===== src/rtl/ov7670_source_pkg.sv =====
// ov7670_source_pkg: shared pattern codes, FSM states and luma constants
// for the OV7670 camera emulator. No ports.
package ov7670_source_pkg;

   typedef enum logic [1:0] {
      PAT_SOLID  = 2'd0,
      PAT_STRIPE = 2'd1,
      PAT_CHECK  = 2'd2,
      PAT_GRAD   = 2'd3
   } pattern_e;

   typedef enum logic [2:0] {
      IDLE   = 3'd0,
      SYNC   = 3'd1,
      BACK   = 3'd2,
      ACTIVE = 3'd3,
      FRONT  = 3'd4
   } state_e;

   localparam logic [7:0] CHROMA_NEUTRAL = 8'h80;
   localparam logic [7:0] Y_HI           = 8'hF0;
   localparam logic [7:0] Y_LO           = 8'h10;

   // Pixel coordinates are carried at a fixed width between top and pattern gen.
   localparam int COORD_W = 16;

endpackage


===== src/rtl/ov7670_source_if.sv =====
// ov7670_source_if: emulated camera bus PCLK, VSYNC, HREF, D[7:0].
// master = emulator side (drives), slave = capture side (samples).
interface ov7670_source_if;
   logic       PCLK;
   logic       VSYNC;
   logic       HREF;
   logic [7:0] D;

   modport master (output PCLK, output VSYNC, output HREF, output D);
   modport slave  (input PCLK, input VSYNC, input HREF, input D);
endinterface


===== src/rtl/ov7670_pattern_gen.sv =====
// ov7670_pattern_gen: combinational luma from x_i, y_i, pat_i, level_i -> luma_o.
// Optional crosshair overlay at the frame centre when OV7670_CROSSHAIR_EN is defined.
module ov7670_pattern_gen
   import ov7670_source_pkg::*;
#(
   parameter int H_ACTIVE   = 640,
   parameter int V_ACTIVE   = 480,
   parameter int STRIPE_LOG = 3
) (
   input  logic [COORD_W-1:0] x_i,
   input  logic [COORD_W-1:0] y_i,
   input  pattern_e           pat_i,
   input  logic [7:0]         level_i,
   output logic [7:0]         luma_o
);

   logic [7:0] base;

   always_comb begin
      base = level_i;
      unique case (pat_i)
         PAT_SOLID:  base = level_i;
         PAT_STRIPE: base = x_i[STRIPE_LOG] ? Y_HI : Y_LO;
         PAT_CHECK:  base = (x_i[STRIPE_LOG] ^ y_i[STRIPE_LOG]) ? Y_HI : Y_LO;
         PAT_GRAD:   base = x_i[7:0];
      endcase
   end

`ifdef OV7670_CROSSHAIR_EN
   logic hit;
   assign hit    = (x_i == COORD_W'(H_ACTIVE / 2)) ||
                   (y_i == COORD_W'(V_ACTIVE / 2));
   assign luma_o = hit ? 8'hFF : base;
`else
   assign luma_o = base;
   // Coordinate bits beyond the pattern taps only matter for the overlay.
   logic unused_xy;
   assign unused_xy = ^{x_i, y_i, COORD_W'(H_ACTIVE), COORD_W'(V_ACTIVE)};
`endif

endmodule


===== src/rtl/ov7670_source.sv =====
// ov7670_source: OV7670 emulator. In: Clock, ResetN, Enable, PatternSel, Level.
// Out: Cam (PCLK/VSYNC/HREF/D), FrameStart, Busy. Overlay macro: OV7670_CROSSHAIR_EN.
module ov7670_source
   import ov7670_source_pkg::*;
#(
   parameter int H_ACTIVE   = 640,
   parameter int H_BLANK    = 144,
   parameter int V_SYNC     = 3,
   parameter int V_BACK     = 17,
   parameter int V_ACTIVE   = 480,
   parameter int V_FRONT    = 10,
   parameter int STRIPE_LOG = 3
) (
   input  logic                  Clock,
   input  logic                  ResetN,
   input  logic                  Enable,
   input  logic [1:0]            PatternSel,
   input  logic [7:0]            Level,
   ov7670_source_if.master       Cam,
   output logic                  FrameStart,
   output logic                  Busy
);

   localparam int H_TOTAL = 2 * H_ACTIVE + H_BLANK;
   localparam int V_TOTAL = V_SYNC + V_BACK + V_ACTIVE + V_FRONT;
   localparam int BW      = $clog2(H_TOTAL);
   localparam int LW      = $clog2(V_TOTAL);

   state_e        state_q, state_d;
   logic [BW-1:0] byte_q, byte_d;
   logic [LW-1:0] line_q, line_d;
   logic          pclk_q, pclk_d;
   logic          fs_q, fs_d;
   pattern_e      pat_q, pat_d;
   logic [7:0]    level_q, level_d;
   logic          start;

   always_ff @(posedge Clock) begin
      if (!ResetN) begin
         state_q <= IDLE;
         byte_q  <= '0;
         line_q  <= '0;
         pclk_q  <= 1'b0;
         fs_q    <= 1'b0;
         pat_q   <= PAT_SOLID;
         level_q <= '0;
      end else begin
         state_q <= state_d;
         byte_q  <= byte_d;
         line_q  <= line_d;
         pclk_q  <= pclk_d;
         fs_q    <= fs_d;
         pat_q   <= pat_d;
         level_q <= level_d;
      end
   end

   // Counters advance only when PCLK falls, so each byte slot is 2 Clocks.
   always_comb begin
      state_d = state_q;
      byte_d  = byte_q;
      line_d  = line_q;
      pat_d   = pat_q;
      level_d = level_q;
      fs_d    = 1'b0;
      start   = 1'b0;
      pclk_d  = (state_q == IDLE) ? 1'b0 : ~pclk_q;
      if (state_q == IDLE) begin
         start = Enable;
      end else if (pclk_q) begin
         if (byte_q == BW'(H_TOTAL - 1)) begin
            byte_d = '0;
            if (line_q == LW'(V_TOTAL - 1)) begin
               line_d = '0;
               if (Enable) start = 1'b1;
               else        state_d = IDLE;
            end else begin
               line_d = line_q + LW'(1);
               if (line_d == LW'(V_SYNC))
                  state_d = BACK;
               else if (line_d == LW'(V_SYNC + V_BACK))
                  state_d = ACTIVE;
               else if (line_d == LW'(V_SYNC + V_BACK + V_ACTIVE))
                  state_d = FRONT;
            end
         end else begin
            byte_d = byte_q + BW'(1);
         end
      end
      if (start) begin
         state_d = SYNC;
         byte_d  = '0;
         line_d  = '0;
         pat_d   = pattern_e'(PatternSel);
         level_d = Level;
         fs_d    = 1'b1;
      end
   end

   logic [COORD_W-1:0] x, y;
   logic [7:0]         luma;
   logic               href;

   assign x = COORD_W'(byte_q >> 1);
   assign y = COORD_W'(line_q - LW'(V_SYNC + V_BACK));

   ov7670_pattern_gen #(
      .H_ACTIVE   (H_ACTIVE),
      .V_ACTIVE   (V_ACTIVE),
      .STRIPE_LOG (STRIPE_LOG)
   ) u_pat (
      .x_i     (x),
      .y_i     (y),
      .pat_i   (pat_q),
      .level_i (level_q),
      .luma_o  (luma)
   );

   assign href       = (state_q == ACTIVE) && (byte_q < BW'(2 * H_ACTIVE));
   assign Cam.PCLK   = pclk_q;
   assign Cam.VSYNC  = (state_q == SYNC);
   assign Cam.HREF   = href;
   // Even byte slots carry chroma, odd slots carry luma.
   assign Cam.D      = href ? (byte_q[0] ? luma : CHROMA_NEUTRAL) : 8'h00;
   assign FrameStart = fs_q;
   assign Busy       = (state_q != IDLE);

endmodule


===== src/flat_wrapper.sv =====
// flat-port wrapper written by rule: the top's interface ports become plain ports
module ov7670_source_flat import ov7670_source_pkg::*;
#(
   parameter int H_ACTIVE   = 640,
   parameter int H_BLANK    = 144,
   parameter int V_SYNC     = 3,
   parameter int V_BACK     = 17,
   parameter int V_ACTIVE   = 480,
   parameter int V_FRONT    = 10,
   parameter int STRIPE_LOG = 3
)
  (Clock, ResetN, Enable, PatternSel, Level, FrameStart, Busy, Cam_PCLK, Cam_VSYNC, Cam_HREF, Cam_D);
  ov7670_source_if Cam_i ();
  input  logic Clock;
  input  logic ResetN;
  input  logic Enable;
  input  logic [1:0] PatternSel;
  input  logic [7:0] Level;
  output logic FrameStart;
  output logic Busy;
  output wire logic [$bits(Cam_i.PCLK)-1:0] Cam_PCLK;
  output wire logic [$bits(Cam_i.VSYNC)-1:0] Cam_VSYNC;
  output wire logic [$bits(Cam_i.HREF)-1:0] Cam_HREF;
  output wire logic [$bits(Cam_i.D)-1:0] Cam_D;
  assign Cam_PCLK = Cam_i.PCLK;
  assign Cam_VSYNC = Cam_i.VSYNC;
  assign Cam_HREF = Cam_i.HREF;
  assign Cam_D = Cam_i.D;
  ov7670_source #(.H_ACTIVE(H_ACTIVE), .H_BLANK(H_BLANK), .V_SYNC(V_SYNC), .V_BACK(V_BACK), .V_ACTIVE(V_ACTIVE), .V_FRONT(V_FRONT), .STRIPE_LOG(STRIPE_LOG)) u_core (.Clock(Clock), .ResetN(ResetN), .Enable(Enable), .PatternSel(PatternSel), .Level(Level), .Cam(Cam_i), .FrameStart(FrameStart), .Busy(Busy));
endmodule

===== config.mk =====
export PLATFORM = sky130hd
export DESIGN_NAME = ov7670_source_flat
export DESIGN_NICKNAME = d
export VERILOG_FILES = /design/src/rtl/ov7670_source_pkg.sv /design/src/rtl/ov7670_source_if.sv /design/src/rtl/ov7670_pattern_gen.sv /design/src/rtl/ov7670_source.sv /design/src/flat_wrapper.sv
export SDC_FILE = /design/constraint.sdc
export NUM_CORES = 1
export LEC_CHECK = 0
export ABC_AREA = 1
export ABC_CLOCK_PERIOD_IN_PS = 5400
export CAP_MARGIN = 5
export CORE_MARGIN = 2
export CORE_UTILIZATION = 50
export CTS_CLUSTER_SIZE = 25
export DETAILED_ROUTE_END_ITERATION = 16
export GPL_TIMING_DRIVEN = 1
export PLACE_DENSITY = 0.82
export SYNTH_ARGS = -nofsm -noshare
export SYNTH_HDL_FRONTEND = slang
export SYNTH_SLANG_ARGS = --single-unit

===== constraint.sdc =====
create_clock -name Clock -period 5.4 [get_ports Clock]
set_input_delay 1.08 -clock Clock [delete_from_list [all_inputs] [get_ports Clock]]
set_output_delay 1.08 -clock Clock [all_outputs]
set_load 0.01 [all_outputs]

==> results.txt <==
total chip power = 0.502 mW
Vias/cell = 5.22
simple-gate share of the synthesized area = 39.0%
total grt overflow = 0
post-synthesis sequential area ratio = 33.9%
Clock Latency Late Sink = 0.29 ns
Reg area = 701 sq um
adder-cell area share of the yosys netlist = 3.02%
die height = 68.3 microns
row cnt = 23
Yosys reg bits = 35
initial antenna violation count = 0
Yosys warning count = 0
gp weighted congestion = 0.888
WL per Instance = 12.2 microns
largest net degree at the start of global routing = 17
clk root buf = clkbuf_8
Worst Tran Pin Value = 0.541 ns
Final Hold Fails = 0
Async SR Flop Fraction = 0%
fin crit share = 60.9%
Critical Path Fanout Max = 6
fillers = 361
Crit path required time = 4.32 ns
multiplexer share of the synthesized area = 0%
Buffers on Ports = 25
Final setup viols = 0
placed insts = 373
largest family of logic cells by synthesized area = simple AND/OR/NAND/NOR gates
Slowest-stage cell, CP = clkdlybuf4s50_1
layout cells sized above 1 = 10.6%
via count = 1988
H-tree Lvls = 2
HP Class = flip-flop to flip-flop
Avg Inst Size Synth = 6.88 sq um
Slew HR = 63.8%
Reg clk slew, reported paths = 0.07 ns
first-pass GRT wire length = 7.88 mm
Post-Synthesis Cells = 301
Critical Path AT = 2.21 ns
setup TNS = 0 ns
cells resized by post-CTS repair = 0
GRT Util Overall = 22.6%
Layout Skew = 0.00661 ns
most frequent cells in the layout = nand2_1 (83), inv_1 (43), dfxtp_1 (35)
Total Nets Final = 348
Area Growth Syn to Fin = 17.6%
die width = 68.3 microns
Max Slew Vio Count = 0
fmax = 304 MHz
pwr dens = 206 nW/um^2
Max IR drop VDD = 0.204 mV
Syn Nets = 319
die area = 4670 sq um
clock sinks = 35
Num CTS Buffers = 5
Final HPWL DP = 3.51 mm
Core ar. = 4000 sq um
Non-Filler Instances = 381
Crit Path Class = flip-flop to output port
complex-gate fraction of the synthesized area = 13.2%
distinct cell type count after synthesis = 39
crit path launch type = flip-flop
ant diodes = 0
Tmin final = 3.29 ns
I/O pin cnt = 26
initial drt markers = 197
Leak = 0.973 nW
xor/xnor share of the synthesized area = 0.846%
multi-input logic area = 1160 sq um
Fin Hold WS = 0.452 ns
Residual DRC = 0
Synth Flop Type = dfxtp_1
commonest non-fill, non-tap cell in the layout = nand2_1
Setup Buffers After CTS = 0
maximum clock path buffer count = 2
Antenna Nets Post-Route = 0
Max Cap Violations = 0
CP endpoint kind = output port
CP cell instances = ha_1 -> o21ai_0 -> a211oi_1 -> a2111oi_0 -> a21oi_1 -> clkdlybuf4s50_1
final WL = 4.65 mm
Hold Buf Count CTS = 0
outcome = completed
Detailed Routing Iterations Pass 1 = 4
Syn Std Cell Area = 2070 sq um
Crit path largest cell delay = 0.56 ns
CTS tree = yes
vias in the first global route = 1762
Initial Util = 51.7%
number of synthesized flops with an enable pin = 0
unrepaired setup endpoints after global routing = no
## sequential cells by signal, indices dropped and copies added, names as in the netlist
signal and count:
u_core.line_q 9, u_core.pat_q 2, u_core.FrameStart 1, u_core.level_q 8
u_core.Cam.PCLK 1, u_core.state_q 3, u_core.byte_q 11
## worst max-delay path, delay by kind of cell (launching register included)
family	cells	cell delay, ns
compound gates	4	0.69
buf+inv	1	0.56
flops	1	0.35
fa+ha+maj	1	0.31
## synthesized netlist by cell type (2+ instances only)
cell type / instances / area [sq um]
inv_1: 43 / 161
nand3_1: 21 / 105
nor3b_1: 3 / 22.5
o21ai_0: 8 / 40.0
o22ai_1: 2 / 12.5
nor2_1: 30 / 113
ha_1: 5 / 62.6
a21oi_1: 16 / 80.1
nand2_2: 3 / 18.8
xor2_1: 2 / 17.5
nor2_2: 4 / 25.0
nor2_4: 3 / 33.8
nor3_2: 3 / 30.0
o41ai_1: 2 / 17.5
o21ai_2: 4 / 35.0
nand2_1: 83 / 312
nand4_1: 2 / 12.5
nor3_1: 6 / 30.0
a22oi_1: 2 / 15.0
o21ai_1: 4 / 20.0
dfxtp_1: 35 / 701
inv_2: 3 / 11.3
## per-stage QoR
step           util [%]  setup WS (ns)  cell area (sq um)
3_5_place_dp       58.8           2.43               2350
4_1_cts            60.8           2.09               2430
3_3_place_gp       58.8           2.42               2350
6_report           60.8           2.11               2430
2_1_floorplan         -           3.03               2070
5_1_grt            60.8           1.92               2430
## cell families after synthesis
| logic type | Yosys count |
|---|---|
| AND/OR/NAND/NOR | 166 |
| buffers and inverters | 50 |
| AO/OA/AOI/OAI | 43 |
| flip-flops | 35 |
| adder cells (fa/ha/maj) | 5 |
| XOR/XNOR | 2 |
## final timing paths
path                      from                 to  slack [ns]  cells after the start
max           u_core.line_q[2]           Cam_D[7]        2.11                      6
min          u_core.level_q[3]  u_core.level_q[3]        0.45                      2
min reg2reg  u_core.level_q[3]  u_core.level_q[3]        0.45                      2
max reg2reg   u_core.byte_q[0]   u_core.line_q[3]        3.29                     12
## metal layers
layer,routed length [microns],global-route usage (%),share of wire (%),vias to the layer above
li1,-,-,-,1023
met2,2150,35.7,46,74
met4,52,7.00,1.1,0
met3,332,5.26,7.1,7
met5,0,0,0,-
met1,2120,30.4,45,884
## final cells by class
cell class              instances  area share [%]
clock buffers                   7            3.14
clock inverters                 1           0.206
inverters                      47            7.35
multi-input cells             216            47.7
flip-flops and latches         35            28.8
well taps                      50            2.57
repair buffers                 25            10.3
## power breakdown
group / switching [mW] / total (mW) / internal, mW
combinational: 0.0282 / 0.0494 / 0.0212
clock: 0.0934 / 0.184 / 0.0905
sequential: 0.00449 / 0.269 / 0.265
total: 0.126 / 0.502 / 0.376
Power figures use the tool's default switching activity.
